[src/rtl/irda_pkg.sv]
`default_nettype none
// +----------------------------------------------------------------------+
// | irda_pkg : shared IrDA receive-side types and SIP timing constants   |
// | Rev 1.0                                                              |
// +----------------------------------------------------------------------+
package irda_pkg;

  typedef enum logic [1:0] {
    ST_IDLE     = 2'd0,
    ST_HIGH     = 2'd1,
    ST_LOW      = 2'd2,
    ST_WAIT_LOW = 2'd3
  } sip_state_e;

  // Nominal SIP shape, shared with the SIP generator on the transmit side.
  localparam int SIP_NOM_HIGH = 64;
  localparam int SIP_NOM_LOW  = 284;
  localparam int SIP_HIGH_TOL = 8;

  function automatic logic [7:0] sat_inc8(input logic [7:0] v);
    return (v == 8'hFF) ? v : v + 8'd1;
  endfunction

endpackage
`default_nettype wire

[src/rtl/irda_rx_sync.sv]
`default_nettype none
// +----------------------------------------------------------------------+
// | irda_rx_sync : rx line synchronizer with registered rise/fall flags  |
// | Optional 3-sample majority filter: IRDA_SIP_DET_GLITCH_FILTER_EN     |
// | Rev 1.0                                                              |
// +----------------------------------------------------------------------+
module irda_rx_sync (
  input  logic clk,
  input  logic rst,
  input  logic rx_i,
  output logic rx_o,
  output logic rise_o,
  output logic fall_o
);

  logic [1:0] sync_q;
  logic       w_rx_s;
  logic       rx_q;
  logic       rise_q;
  logic       fall_q;

  always_ff @(posedge clk) begin
    if (rst) begin
      sync_q <= 2'b00;
    end else begin
      sync_q <= {sync_q[0], rx_i};
    end
  end

`ifdef IRDA_SIP_DET_GLITCH_FILTER_EN
  logic [1:0] hist_q;
  logic       filt_q;
  logic       w_maj;

  // Any single-sample excursion is outvoted by its two neighbours.
  assign w_maj = (sync_q[1] & hist_q[0]) | (sync_q[1] & hist_q[1]) | (hist_q[0] & hist_q[1]);

  always_ff @(posedge clk) begin
    if (rst) begin
      hist_q <= 2'b00;
      filt_q <= 1'b0;
    end else begin
      hist_q <= {hist_q[0], sync_q[1]};
      filt_q <= w_maj;
    end
  end

  assign w_rx_s = filt_q;
`else
  assign w_rx_s = sync_q[1];
`endif

  // Edge flags are registered, so rx_o is the delayed level aligned with them.
  always_ff @(posedge clk) begin
    if (rst) begin
      rx_q   <= 1'b0;
      rise_q <= 1'b0;
      fall_q <= 1'b0;
    end else begin
      rx_q   <= w_rx_s;
      rise_q <= w_rx_s & ~rx_q;
      fall_q <= ~w_rx_s & rx_q;
    end
  end

  assign rx_o   = rx_q;
  assign rise_o = rise_q;
  assign fall_o = fall_q;

endmodule
`default_nettype wire

[src/rtl/irda_sip_det.sv]
`default_nettype none
// +----------------------------------------------------------------------+
// | irda_sip_det : IrDA MIR/FIR Serial Interaction Pulse detector        |
// | Glitch filter option: IRDA_SIP_DET_GLITCH_FILTER_EN                  |
// | Rev 1.0                                                              |
// +----------------------------------------------------------------------+
module irda_sip_det
  import irda_pkg::*;
#(
  parameter int HIGH_MIN = SIP_NOM_HIGH - SIP_HIGH_TOL,
  parameter int HIGH_MAX = SIP_NOM_HIGH + SIP_HIGH_TOL,
  parameter int LOW_MIN  = 256,
  parameter int CNT_W    = 9
) (
  input  logic       clk,
  input  logic       wb_rst_i,
  input  logic       fast_enable,
  input  logic       rx_i,
  input  logic       sip_cnt_clr_i,
  output logic       sip_det_o,
  output logic       sip_err_o,
  output logic [7:0] sip_cnt_o
);

  localparam logic [CNT_W-1:0] c_high_min = CNT_W'(HIGH_MIN);
  localparam logic [CNT_W-1:0] c_high_max = CNT_W'(HIGH_MAX);
  localparam logic [CNT_W-1:0] c_low_min  = CNT_W'(LOW_MIN);
  localparam logic [CNT_W-1:0] c_one      = CNT_W'(1);

  logic w_rx_lvl;
  logic w_rx_rise;
  logic w_rx_fall;

  irda_rx_sync u_rx_sync (
    .clk    (clk),
    .rst    (wb_rst_i),
    .rx_i   (rx_i),
    .rx_o   (w_rx_lvl),
    .rise_o (w_rx_rise),
    .fall_o (w_rx_fall)
  );

  sip_state_e       state_q;
  logic [CNT_W-1:0] cnt_q;
  logic [CNT_W-1:0] cnt_inc_d;
  logic             det_q;
  logic             err_q;
  logic [7:0]       sip_cnt_q;
  logic [7:0]       sip_cnt_d;
  logic             w_accept;

  assign cnt_inc_d = (cnt_q == {CNT_W{1'b1}}) ? cnt_q : cnt_q + c_one;
  assign w_accept  = fast_enable && (state_q == ST_LOW) && (cnt_q >= c_low_min);

  always_ff @(posedge clk) begin
    if (wb_rst_i || !fast_enable) begin
      state_q <= ST_IDLE;
      cnt_q   <= '0;
      det_q   <= 1'b0;
      err_q   <= 1'b0;
    end else begin
      det_q <= 1'b0;
      err_q <= 1'b0;
      case (state_q)
        ST_IDLE: begin
          if (w_rx_rise) begin
            state_q <= ST_HIGH;
            cnt_q   <= c_one;
          end
        end
        ST_HIGH: begin
          if (w_rx_fall) begin
            if (cnt_q >= c_high_min) begin
              state_q <= ST_LOW;
              cnt_q   <= c_one;
            end else begin
              err_q   <= 1'b1;
              state_q <= ST_IDLE;
            end
          end else if (w_rx_lvl) begin
            if (cnt_q >= c_high_max) begin
              err_q   <= 1'b1;
              state_q <= ST_WAIT_LOW;
            end else begin
              cnt_q <= cnt_inc_d;
            end
          end else begin
            state_q <= ST_IDLE;
          end
        end
        ST_LOW: begin
          // A rise landing on the accept cycle already starts the next candidate.
          if (w_accept) begin
            det_q <= 1'b1;
            if (w_rx_rise) begin
              state_q <= ST_HIGH;
              cnt_q   <= c_one;
            end else begin
              state_q <= ST_IDLE;
            end
          end else if (w_rx_rise) begin
            err_q   <= 1'b1;
            state_q <= ST_HIGH;
            cnt_q   <= c_one;
          end else if (!w_rx_lvl) begin
            cnt_q <= cnt_inc_d;
          end
        end
        ST_WAIT_LOW: begin
          if (!w_rx_lvl) begin
            state_q <= ST_IDLE;
          end
        end
        default: begin
          state_q <= ST_IDLE;
          cnt_q   <= '0;
        end
      endcase
    end
  end

  // Clear coinciding with an accept keeps that accept.
  always_comb begin
    sip_cnt_d = sip_cnt_q;
    if (w_accept) begin
      sip_cnt_d = sip_cnt_clr_i ? 8'd1 : sat_inc8(sip_cnt_q);
    end else if (sip_cnt_clr_i) begin
      sip_cnt_d = 8'd0;
    end
  end

  always_ff @(posedge clk) begin
    if (wb_rst_i) begin
      sip_cnt_q <= 8'd0;
    end else begin
      sip_cnt_q <= sip_cnt_d;
    end
  end

  assign sip_det_o = det_q;
  assign sip_err_o = err_q;
  assign sip_cnt_o = sip_cnt_q;

endmodule
`default_nettype wire

[config.mk]
export PLATFORM = sky130hd
export DESIGN_NAME = irda_sip_det
export DESIGN_NICKNAME = d
export VERILOG_FILES = /design/src/rtl/irda_pkg.sv /design/src/rtl/irda_rx_sync.sv /design/src/rtl/irda_sip_det.sv
export SDC_FILE = /design/constraint.sdc
export NUM_CORES = 1
export LEC_CHECK = 0
export CORE_MARGIN = 1
export CORE_UTILIZATION = 55
export DETAILED_ROUTE_END_ITERATION = 10
export DONT_BUFFER_PORTS = 1
export PLACE_DENSITY = 0.85
export REMOVE_ABC_BUFFERS = 1
export SYNTH_ARGS = -nofsm -noshare
export SYNTH_HDL_FRONTEND = slang
export SYNTH_SLANG_ARGS = --single-unit
[constraint.sdc]
create_clock -name clk -period 1.7 [get_ports clk]
set_input_delay 0.255 -clock clk [delete_from_list [all_inputs] [get_ports clk]]
set_output_delay 0.255 -clock clk [all_outputs]
set_load 0.02 [all_outputs]
* After elaboration in Yosys (flattened, before gate mapping) *
Index checks and enable logic that the tools add are counted.

storage, ports and cells
  output and inout port bits = 10
  word-level logic and storage cells = 73
  bits in registers = 26

operators by class
  reduce and logical (&&, ||, !) cells = 11
  mux-type cells = 31
  $lt $le $gt $ge = 3
  equal/unequal tests = 12
  bitwise logic cells = 5
  add/sub/neg operators = 2

operators by type and width
  operator                                                           number
  2-to-1 mux 9 bit                                                   9
  2-to-1 mux 8 bit                                                   4
  case mux 9 bit (3 select lines)                                    1
  2-to-1 mux 2 bit                                                   7
  adder 9 x 1 -> 9 bit, second input constant                        1
  equality test 9 bit, second input constant                         1
  greater-or-equal comparator 9 x 6 -> 1 bit, second input constant  1
  greater-or-equal comparator 9 x 7 -> 1 bit, second input constant  1
  greater-or-equal comparator 9 bit, second input constant           1
  adder 8 x 1 -> 8 bit, second input constant                        1
  equality test 8 bit, second input constant                         1
  2-to-1 mux 1 bit                                                   8
  != test 4 bit, second input constant                               2
  case mux 2 bit (4 select lines)                                    1
  AND reduction 5 bit                                                1
  equality test 2 bit, second input constant                         2
  != test 2 bit, second input constant                               2
  AND reduction 2 bit                                                2
  != test 3 x 1 -> 1 bit, second input constant                      1
  != test 3 x 2 -> 1 bit, second input constant                      1
  != test 3 bit, second input constant                               1
  NOT 1 bit                                                          3
  nonzero test 3 bit                                                 1
  AND 1 bit                                                          2
  8 further kinds                                                    9

* Depth between registers and ports, before layout *
Gate-level depths: netlist (run 1).

  depth after elaboration = 6
  mapped depth = 8

* Hierarchy *
Synthesis (run 1) repeated with hierarchy kept, for this count alone.

unflattened totals
  cells, all modules = 186
  area, all modules = 1570.3 sq um

modules (own cells, without submodules)
  module        cells an instance  area each (sq um)  instances
  irda_sip_det  176                1436.4             1
  irda_rx_sync  10                 133.9              1

* Worst setup path before layout (run 1) *
No wires, ideal clock.

  path type = register -> register
  start = register state_q[0]
  end = register cnt_q[5]
  clock period less this slack = 1798 ps
  slack = -98 ps
  arrival time = 1682 ps
  setup time = 116 ps
  path buffers = 0
  cell stages (with the launch flop) = 8
  cell sequence = dfxtp_1 inv_1 ha_1 a21bo_2 o32a_1 and3_4 and3_2 a31o_1

between the ends
  cells in the longest elaborated chain, start to end = 5
  elaborated cells on any way between the ends = 13
  those cells by class = eq/ne (6); mux (2); reduce/logical (5)

ends and longest elaborated chain
  what                                                                                     RTL line                                text
  from (decl)                                                                              irda_sip_det.sv:43                      sip_state_e state_q;
  from (signal assigned)                                                                   irda_sip_det.sv:57                      state_q <= ST_IDLE;
  from (signal assigned)                                                                   irda_sip_det.sv:67                      state_q <= ST_HIGH;
  from (signal assigned)                                                                   irda_sip_det.sv:74                      state_q <= ST_LOW;
  equality test 2 bit                                                                      irda_sip_det.sv:53, irda_sip_det.sv:64
  logical AND 1 bit (2 in series)                                                          irda_sip_det.sv:53                      assign w_accept = fast_enable && (state_q == ST_LOW) && (cnt_q >= c_low_min);
  != test 4 bit (no line) / 2-to-1 mux 9 bit (equally long branches)                       -
  AND reduction 5 bit (no line) / case mux 9 bit (3 select lines) (equally long branches)  -
  to (signal assigned)                                                                     irda_sip_det.sv:68                      cnt_q <= c_one;
  to (signal assigned)                                                                     irda_sip_det.sv:75                      cnt_q <= c_one;
  to (signal assigned)                                                                     irda_sip_det.sv:85                      cnt_q <= cnt_inc_d;
  to (decl)                                                                                irda_sip_det.sv:44                      logic [CNT_W-1:0] cnt_q;

Several ways; a longest one is shown, not always the timed one.
A chain may end at the register's enable or synchronous reset.

* Worst setup path in the final report (run 1) *
  start = register state_q[1]
  end = register cnt_q[6]

Same word-level chain as after synthesis.

==> results of run 1 <==
-- metal layers --
layer  global-route usage, %  vias up  wire length (µm)
met5                       0        -                 0
met4                    11.8        0               246
met3                    6.05       30               448
met2                    52.8      116              2360
met1                    33.1      783              1660
li1                        -      764                 -
-- logic make-up (layout without fill, tap and decap cells) --
logic type | Yosys count | count (layout) | synth area share [%]
simple gates | 80 | 80 | 27.5
compound gates | 49 | 49 | 21.6
flops | 26 | 26 | 32.9
buf+inv | 15 | 57 | 6.64
fa+ha+maj | 8 | 8 | 6.32
xor+xnor | 8 | 8 | 4.43
mux | 1 | 1 | 0.632
-- synthesized netlist by cell type, types with 2 or more instances --
master	number	share of area, %
nor3_1	2	0.63
or2_2	2	0.79
a31oi_1	8	3.2
o21ai_0	12	3.8
nor2b_1	6	2.4
a211oi_1	2	0.95
ha_1	8	6.3
inv_1	7	1.7
a32o_1	2	1.3
nand4_1	5	2.0
o211ai_1	2	0.95
dfxtp_1	26	33
and3_1	6	2.4
a21o_1	2	0.95
a21oi_1	9	2.8
o31ai_1	2	0.95
xor2_1	2	1.1
nand2_1	15	3.6
xnor2_1	6	3.3
nand3_1	10	3.2
and3_2	2	0.95
or3_1	2	0.79
buf_6	3	2.1
nor2_1	18	4.3
-- metrics by stage --
stage / total power (W) / setup WS (ns)
2_1_floorplan: 0.000657 / -0.242
3_3_place_gp: 0.000673 / -0.0570
3_5_place_dp: 0.000674 / -0.147
4_1_cts: 0.00111 / -0.112
5_1_grt: 0.00113 / -0.231
6_report: 0.00111 / -0.185
-- cell type report --
cell class              count  area share, %
multi-input cells         146           51.3
clock buffers               3           1.09
flip-flops and latches     26           25.6
well taps                  31           1.87
repair buffers             46           17.3
inverters                   7           1.39
clock inverters             1           1.45
-- layout by cell type, fill, tap and decap left out, drive strengths merged, types with 8 or more instances in the layout --
| cell | n |
|---|---|
| nand3 | 11 |
| a21oi | 10 |
| nand2 | 15 |
| dfxtp | 26 |
| ha | 8 |
| and3 | 9 |
| buf | 45 |
| a31oi | 9 |
| nor2 | 18 |
| o21ai | 13 |
-- critical path: cells and delay by family (launching register included) --
family	cells	cell delay, ns
compound gates	2	0.44
fa+ha+maj	1	0.16
buf+inv	2	0.28
flops	1	0.40
simple gates	2	0.49
-- what timing repair did --
item	CTS	global route
pin swaps	11	5
setup buffers	6	3
gates resized for setup	19	14
hold buffers	1	0
endpoints found under the setup margin	13	17
cloned	0	0
endpoints found under the hold margin	6	0
-- power groups by stage --
| stage | clock network (W) | logic (W) | registers [W] |
|---|---|---|---|
| 2_1_floorplan | 0 | 0.0000260 | 0.000631 |
| 3_3_place_gp | 0 | 0.0000420 | 0.000631 |
| 3_5_place_dp | 0 | 0.0000432 | 0.000631 |
| 4_1_cts | 0.000436 | 0.0000519 | 0.000618 |
| 5_1_grt | 0.000454 | 0.0000604 | 0.000616 |
| 6_report | 0.000433 | 0.0000567 | 0.000616 |
-- flip-flops by register name (all words and copies together) (netlist names) --
register,cells
cnt_q,9
sip_cnt_o,8
state_q,2
u_rx_sync.sync_q,2
sip_det_o,1
sip_err_o,1
u_rx_sync.fall_o,1
u_rx_sync.rise_o,1
u_rx_sync.rx_o,1
-- worst paths after layout --
| kind | to | slack, ns | cells after the start |
|---|---|---|---|
| worst min-delay path | u_rx_sync.sync_q[0]$_SDFF_PP0_ | 0.06 | 1 |
| worst max-delay path | cnt_q[6]$_SDFFE_PP0P_ | -0.19 | 7 |
| worst min register to register | u_rx_sync.fall_o$_SDFF_PP0_ | 0.43 | 1 |
| worst max register to register | cnt_q[6]$_SDFFE_PP0P_ | -0.19 | 7 |
==> flow_metrics.tcl, run 1 <==
set metrics [dict create \
    rows 19 \
    initial_core_util_pct 57.9 \
    p_sw_w 0.000228 \
    drt-pass1-iter-count 5 \
    vias_per_cell 6.51 \
    critPathCaptureType "flip-flop" \
    max-vdd-ir-drop_mv 0.731 \
    cp.required_ns 1.94 \
    finalSetupTns_ns -1.23 \
    tritoncts "yes" \
    drc 0 \
    instances_no_fill 260 \
    postLayoutCellArea_mm2 0.00207 \
    crit_arrival_ns 2.12 \
    dp.final_hpwl_um 2960 \
    gp_congestion 0.956 \
    p_per_area_mw_per_mm2 533 \
    finalCritPeriodShare_pct 111 \
    cts_root_buffer "clkbuf_4" \
    synthArstFlopShare_pct 0 \
    startpoint "state_q[1]$_SDFFE_PP0P_" \
    antenna_found_initial 0 \
    cp_slowest_cell "dfxtp_4" \
    dp_cells 248 \
    fin_skew_ns 0.0105 \
    ys_types 52 \
    switching_share_pct 20.7 \
    clk_path_buf_depth 2 \
    start_kind "flip-flop" \
    hold_class "input pin to flip-flop" \
    rr_startpoint "state_q[1]$_SDFFE_PP0P_" \
    clkPwrFrac_pct 39.2 \
    clkTransAtPathRegs_ns 0.15 \
    core-area_mm2 0.00273 \
    drt_iter0_drc 119 \
    slew_headroom_pct 73.4 \
    io_buffer_count 0 \
    outcome "finished with violations" \
    grt_max_degree 16 \
    fill_cells 177 \
    routed_wl_um 4710 \
    critPathKind "flip-flop to flip-flop" \
    final-hold-violation-count 0 \
    worstHoldStart "rx_i" \
    grt_usage_pct 29.2 \
    avgSynthCellArea_um2 8.46 \
    sequentialPowerShare_pct 55.7 \
    fmax_mhz 530 \
    place_area_mm2 0.00183 \
    io_pins 15 \
    synth-seq-area-share_pct 32.9 \
    multiInputGateArea_mm2 0.00106 \
    grt_pass1_vias 1634 \
    cp_slowest_stage_delay_ns 0.40 \
    numCtsBuffers 3 \
    areaGrowthSynthToFinish_pct 30.9 \
    nNetsFinal 243 \
    die_area_mm2 0.00310 \
    grt_remaining_overflow 0 \
    clock-sinks 26 \
    synthCells 187 \
    worst_slew_pin_slew_ns 0.395 \
    seq_area_um2 531 \
    combPwrFrac_pct 5.1 \
    drive_gt1_share_pct 35.8 \
    ys.flop_type "dfxtp_1" \
    path_cells "inv_2 > ha_4 > and2b_2 > a21oi_2 > nand4_1 > buf_4 > a32o_1" \
    setup_ws_ns -0.185 \
    utilization_pct 75.8 \
    rsz0062_at_grt "true" \
    path_max_fanout 4 \
    ys_ff_latch 26 \
    worst_hold_slack_ns 0.0615 \
    grt_pass1_wl_um 7180 \
    insertedDiodeCount 0 \
    p_int_w 0.000877 \
    maxCapViolCount 0 \
    yosys_warnings 0 \
    failed_checks "negative setup slack" \
    final.min_clock_period_ns 1.89 \
    die_y_um 55.6 \
    cts-htree-levels 1 \
    routedWlPerCell_um 18.1 \
    finalSetupViolCount 10 \
    slew_viol_final 0 \
    ant_nets 0 \
    clkLatencyLatePin_ns 0.34 \
    die_w_um 55.6 \
    power_leakage_nw 0.811 \
    vias 1693 \
    syn_area_mm2 0.00158 \
    synth_edf_count 0 \
]
No activity file was read; power rests on OpenSTA's default activity.
==> run 2, diff against run 1 <==
--- a/config.mk
+++ b/config.mk
@@ -9,7 +9,7 @@
 export CORE_UTILIZATION = 55
 export DETAILED_ROUTE_END_ITERATION = 10
 export DONT_BUFFER_PORTS = 1
-export PLACE_DENSITY = 0.85
+export PLACE_DENSITY_LB_ADDON = 0.15
 export REMOVE_ABC_BUFFERS = 1
 export SYNTH_ARGS = -nofsm -noshare
 export SYNTH_HDL_FRONTEND = slang
==> flow_metrics.tcl, run 2 (same netlist as run 1, synthesis figures left out) <==
set metrics [dict create \
    dp.final_hpwl_um 3140 \
    vias 1646 \
    drive_gt1_share_pct 36.5 \
    slew_viol_final 0 \
    power_leakage_nw 0.842 \
    insertedDiodeCount 0 \
    hold_depth 1 \
    most-common-layout-cells "buf_4, dfxtp_1, nor2_1" \
    final.min_clock_period_ns 1.79 \
    rows 19 \
    r2r_cells 8 \
    largest_register "cnt_q" \
    crit_arrival_ns 2.06 \
    grt_max_degree 16 \
    start_kind "flip-flop" \
    worst_slew_pin_slew_ns 0.375 \
    finalSetupTns_ns -0.596 \
    clkTransAtPathRegs_ns 0.15 \
    failed_checks "negative setup slack" \
    routed_wl_um 4520 \
    grt_remaining_overflow 0 \
    io_pins 15 \
    setup_ws_ns -0.0852 \
    clock-sinks 26 \
    core-area_mm2 0.00273 \
    vias_per_cell 6.31 \
    tritoncts "yes" \
    drt-pass1-iter-count 5 \
    grt_pass1_wl_um 7410 \
    initial_core_util_pct 57.9 \
    p_per_area_mw_per_mm2 526 \
    drt_iter0_drc 104 \
    areaGrowthSynthToFinish_pct 34.0 \
    drc 0 \
    finalCritPeriodShare_pct 105 \
    clkLatencyLatePin_ns 0.33 \
    routedWlPerCell_um 17.3 \
    regToRegSetupSlack_ns -0.09 \
    ant_nets 0 \
    die_area_mm2 0.00310 \
    io_buffer_count 0 \
    fmax_mhz 560 \
    path_max_fanout 4 \
    grt_usage_pct 29.8 \
    whs_endpoint "u_rx_sync.sync_q[0]$_SDFF_PP0_" \
    grt_pass1_vias 1641 \
    timing.rr.end "cnt_q[2]$_SDFFE_PP0P_" \
    gp_congestion 0.996 \
    rr_startpoint "state_q[0]$_SDFFE_PP0P_" \
    cts-htree-levels 1 \
    die_y_um 55.6 \
    cts_root_buffer "clkbuf_4" \
    max-vdd-ir-drop_mv 0.882 \
    maxCapViolCount 0 \
    final_common_cell "buf_4" \
    worstHoldStart "rx_i" \
    critPathCaptureType "flip-flop" \
    fin_skew_ns 0.00443 \
    total_power_w 0.00112 \
    hold_class "input pin to flip-flop" \
    antenna_found_initial 0 \
    outcome "finished with violations" \
    final-hold-violation-count 0 \
    numCtsBuffers 3 \
    finalSetupViolCount 8 \
    slew_headroom_pct 74.7 \
    nNetsFinal 244 \
    largest_reg_flops 9 \
    clk_path_buf_depth 2 \
    cp.required_ns 1.97 \
    critPathKind "flip-flop to flip-flop" \
    rsz0062_at_grt "true" \
    die_w_um 55.6 \
]
## run 2: cell types whose count changed in the layout (fill, tap and decap cells not counted), sizes merged
cell | before | now
buf | 45 | 46
## run 2: final cells by class
class / count / area, µm²
clock buffer: 3 / 22.5
clock inverter: 1 / 30.0
fill: 184 / 613
inverter: 7 / 31.3
multi-input combinational: 146 / 1100
sequential: 26 / 531
tap: 31 / 38.8
timing repair buffer: 47 / 370
## run 2: repair_timing
action / CTS / global route
gates resized for setup: 21 / 25
setup buffers: 0 / 3
endpoints found under the hold margin: 6 / 0
pin swaps: 3 / 12
setup endpoints to repair: 17 / 17
hold buffers: 1 / 0
## run 2: worst max-delay path by stage
stage	end	cells past startpoint	startpoint	slack [ns]
global placement	state_q[1]$_SDFFE_PP0P_	7	state_q[1]$_SDFFE_PP0P_	-0.13
CTS	cnt_q[3]$_SDFFE_PP0P_	8	state_q[0]$_SDFFE_PP0P_	-0.05
finish	cnt_q[2]$_SDFFE_PP0P_	8	state_q[0]$_SDFFE_PP0P_	-0.09
detailed placement	state_q[1]$_SDFFE_PP0P_	7	state_q[1]$_SDFFE_PP0P_	-0.16
global route	cnt_q[4]$_SDFFE_PP0P_	8	state_q[0]$_SDFFE_PP0P_	-0.15
floorplan	cnt_q[5]$_SDFFE_PP0P_	7	state_q[0]$_SDFFE_PP0P_	-0.24
## run 2: power breakdown
group	internal, W	total (W)	switching [W]	leakage, nW
clock	0.000239	0.000441	0.000202	0.0279
sequential	0.000611	0.000614	0.00000302	0.213
combinational	0.0000274	0.0000599	0.0000324	0.602
total	0.000877	0.00112	0.000238	0.842
## run 2: per-stage QoR
step	std cells	cell area [µm²]	utilization, %	hold WS (ns)	worst slack [ns]
floorplan	179	1500	-	0.324	-0.242
global placement	253	1870	68.2	0.328	-0.129
detailed placement	253	1870	68.2	0.332	-0.163
CTS	258	2020	73.7	0.0484	-0.0518
global route	261	2120	77.6	0.0459	-0.147
finish	261	2120	77.6	0.0494	-0.0852
## run 2: critical path, stage by stage, from the launching register on
cell,delay [ns]
dfxtp_4,0.40
inv_4,0.06
ha_4,0.13
a21bo_4,0.22
o32a_1,0.31
buf_6,0.13
nand4_1,0.19
o21ai_0,0.14
a21oi_1,0.15
## run 2: layer usage
metal  up-vias  share of wire [%]  GRT usage (%)
met4         0                3.9           10.4
met1       775                 41           37.0
li1        766                  -              -
met3        26                6.0           6.05
met5         -                  0              0
met2        79                 49           51.1
==> run 3, diff against run 2 <==
--- a/config.mk
+++ b/config.mk
@@ -10,7 +10,6 @@
 export DETAILED_ROUTE_END_ITERATION = 10
 export DONT_BUFFER_PORTS = 1
 export PLACE_DENSITY_LB_ADDON = 0.15
-export REMOVE_ABC_BUFFERS = 1
 export SYNTH_ARGS = -nofsm -noshare
 export SYNTH_HDL_FRONTEND = slang
 export SYNTH_SLANG_ARGS = --single-unit
==> flow_metrics.tcl, run 3 (same netlist as run 1, synthesis figures left out) <==
set metrics [dict create \
    routed_wl_um 4590 \
    slew_headroom_pct 75.0 \
    r2r_cells 7 \
    rows 19 \
    total_power_w 0.000993 \
    rr_startpoint "state_q[1]$_SDFFE_PP0P_" \
    timing.rr.end "cnt_q[5]$_SDFFE_PP0P_" \
    power_leakage_nw 0.786 \
    largest_register "cnt_q" \
    p_int_w 0.000769 \
    grt_pass1_vias 1529 \
    die_area_mm2 0.00310 \
    die_y_um 55.6 \
    largest_reg_flops 9 \
    p_per_area_mw_per_mm2 485 \
    crit_family "compound AO/OA/AOI/OAI gates" \
    final-hold-violation-count 0 \
    ant_nets 0 \
    die_w_um 55.6 \
    cts_root_buffer "clkbuf_4" \
    combPwrFrac_pct 5.8 \
    hold_class "input pin to flip-flop" \
    cp_slowest_cell "dfxtp_4" \
    core-area_mm2 0.00273 \
    finalSetupViolCount 10 \
    grt_usage_pct 28.3 \
    crit_arrival_ns 2.05 \
    tritoncts "yes" \
    finalSetupTns_ns -0.687 \
    dp.final_hpwl_um 3020 \
    path_max_fanout 4 \
    utilization_pct 74.9 \
    routedWlPerCell_um 18.0 \
    cp.required_ns 1.93 \
    failed_checks "negative setup slack" \
    clock-sinks 26 \
    p_sw_w 0.000224 \
    drt-pass1-iter-count 4 \
    whs_endpoint "u_rx_sync.sync_q[0]$_SDFF_PP0_" \
    final.min_clock_period_ns 1.82 \
    io_pins 15 \
    clkTransAtPathRegs_ns 0.14 \
    clkLatencyLatePin_ns 0.32 \
    insertedDiodeCount 0 \
    hold_depth 1 \
    final_common_cell "buf_4" \
    areaGrowthSynthToFinish_pct 29.3 \
    finalCritPeriodShare_pct 107 \
    fin_skew_ns 0.00260 \
    rsz0062_at_grt "true" \
    clkPwrFrac_pct 32.1 \
    vias 1626 \
    path_cells "inv_2 > ha_2 > and2b_2 > a21oi_2 > and3_2 > a31oi_2 > a31o_1" \
    numCtsBuffers 3 \
    critPathKind "flip-flop to flip-flop" \
    grt_pass1_wl_um 6950 \
    initial_core_util_pct 57.9 \
    cts-htree-levels 1 \
    grt_max_degree 15 \
    gp_congestion 0.937 \
    switching_share_pct 22.6 \
    slew_viol_final 0 \
    fmax_mhz 550 \
    drc 0 \
    clk_path_buf_depth 2 \
    max-vdd-ir-drop_mv 0.491 \
    outcome "finished with violations" \
    nNetsFinal 238 \
    io_buffer_count 0 \
    drt_iter0_drc 95 \
    drive_gt1_share_pct 35.7 \
    most-common-layout-cells "buf_4, dfxtp_1, nor2_1" \
    path_buf_inv 1 \
    sequentialPowerShare_pct 62.1 \
    worstHoldStart "rx_i" \
    cp_slowest_stage_delay_ns 0.39 \
    grt_remaining_overflow 0 \
    setup_ws_ns -0.117 \
    antenna_found_initial 0 \
    syn_nets 200 \
    vias_per_cell 6.38 \
    maxCapViolCount 0 \
    start_kind "flip-flop" \
    critPathCaptureType "flip-flop" \
    worst_slew_pin_slew_ns 0.374 \
    regToRegSetupSlack_ns -0.12 \
]
==> run 3: how the worst max path moves through the flow <==
stage,from,to,depth (start not counted)
after global routing,state_q[0]$_SDFFE_PP0P_,cnt_q[5]$_SDFFE_PP0P_,7
final,state_q[1]$_SDFFE_PP0P_,cnt_q[5]$_SDFFE_PP0P_,7
after floorplan,state_q[1]$_SDFFE_PP0P_,cnt_q[5]$_SDFFE_PP0P_,8
after global placement,state_q[0]$_SDFFE_PP0P_,cnt_q[5]$_SDFFE_PP0P_,7
after CTS,state_q[0]$_SDFFE_PP0P_,cnt_q[5]$_SDFFE_PP0P_,7
after detailed placement,state_q[1]$_SDFFE_PP0P_,state_q[1]$_SDFFE_PP0P_,7
==> run 3: what timing repair did <==
item                       in CTS  in global routing
gates cloned                    1                  0
setup endpoints to repair      10                 17
pin swaps                       3                 12
hold endpoints to repair        6                  0
buffers inserted                3                  3
hold buffers                    1                  0
gates resized for setup         8                 22
==> run 3: area by class of cell <==
type | instances | area, µm²
sequential | 26 | 527
clock buffer | 4 | 36.3
tap | 31 | 38.8
timing repair buffer | 40 | 314
fill | 195 | 687
multi-input combinational | 147 | 1100
inverter | 7 | 26.3
==> run 3: worst register-to-register path, delay by kind of cell, from the launching register on <==
kind | cells | cell delay (ns)
flip-flops | 1 | 0.39
adder cells (fa/ha/maj) | 1 | 0.18
AO/OA/AOI/OAI | 3 | 0.55
buffers and inverters | 1 | 0.06
AND/OR/NAND/NOR | 2 | 0.55
==> run 3: through the flow <==
step / hold WS, ns / std cells / worst slack (ns) / instance area (µm²)
floorplan: 0.324 / 187 / -0.00889 / 1600
global placement: 0.325 / 243 / -0.0338 / 1810
detailed placement: 0.327 / 243 / -0.0799 / 1810
CTS: 0.0625 / 252 / -0.0552 / 1910
global route: 0.0431 / 255 / -0.168 / 2050
finish: 0.0668 / 255 / -0.117 / 2050
==> run 3: per-layer routing <==
layer | track usage (%) | share of wire, %
met5 | 0 | 0
met4 | 11.4 | 3.2
met2 | 48.5 | 51
met1 | 34.5 | 39
met3 | 5.81 | 7.1
==> run 3: power groups by stage <==
stage,logic (W),clock network [W],registers [W]
after floorplan,0.0000303,0,0.000630
after global placement,0.0000418,0,0.000631
after detailed placement,0.0000440,0,0.000631
after CTS,0.0000504,0.000327,0.000616
after global routing,0.0000610,0.000348,0.000617
final,0.0000572,0.000319,0.000617
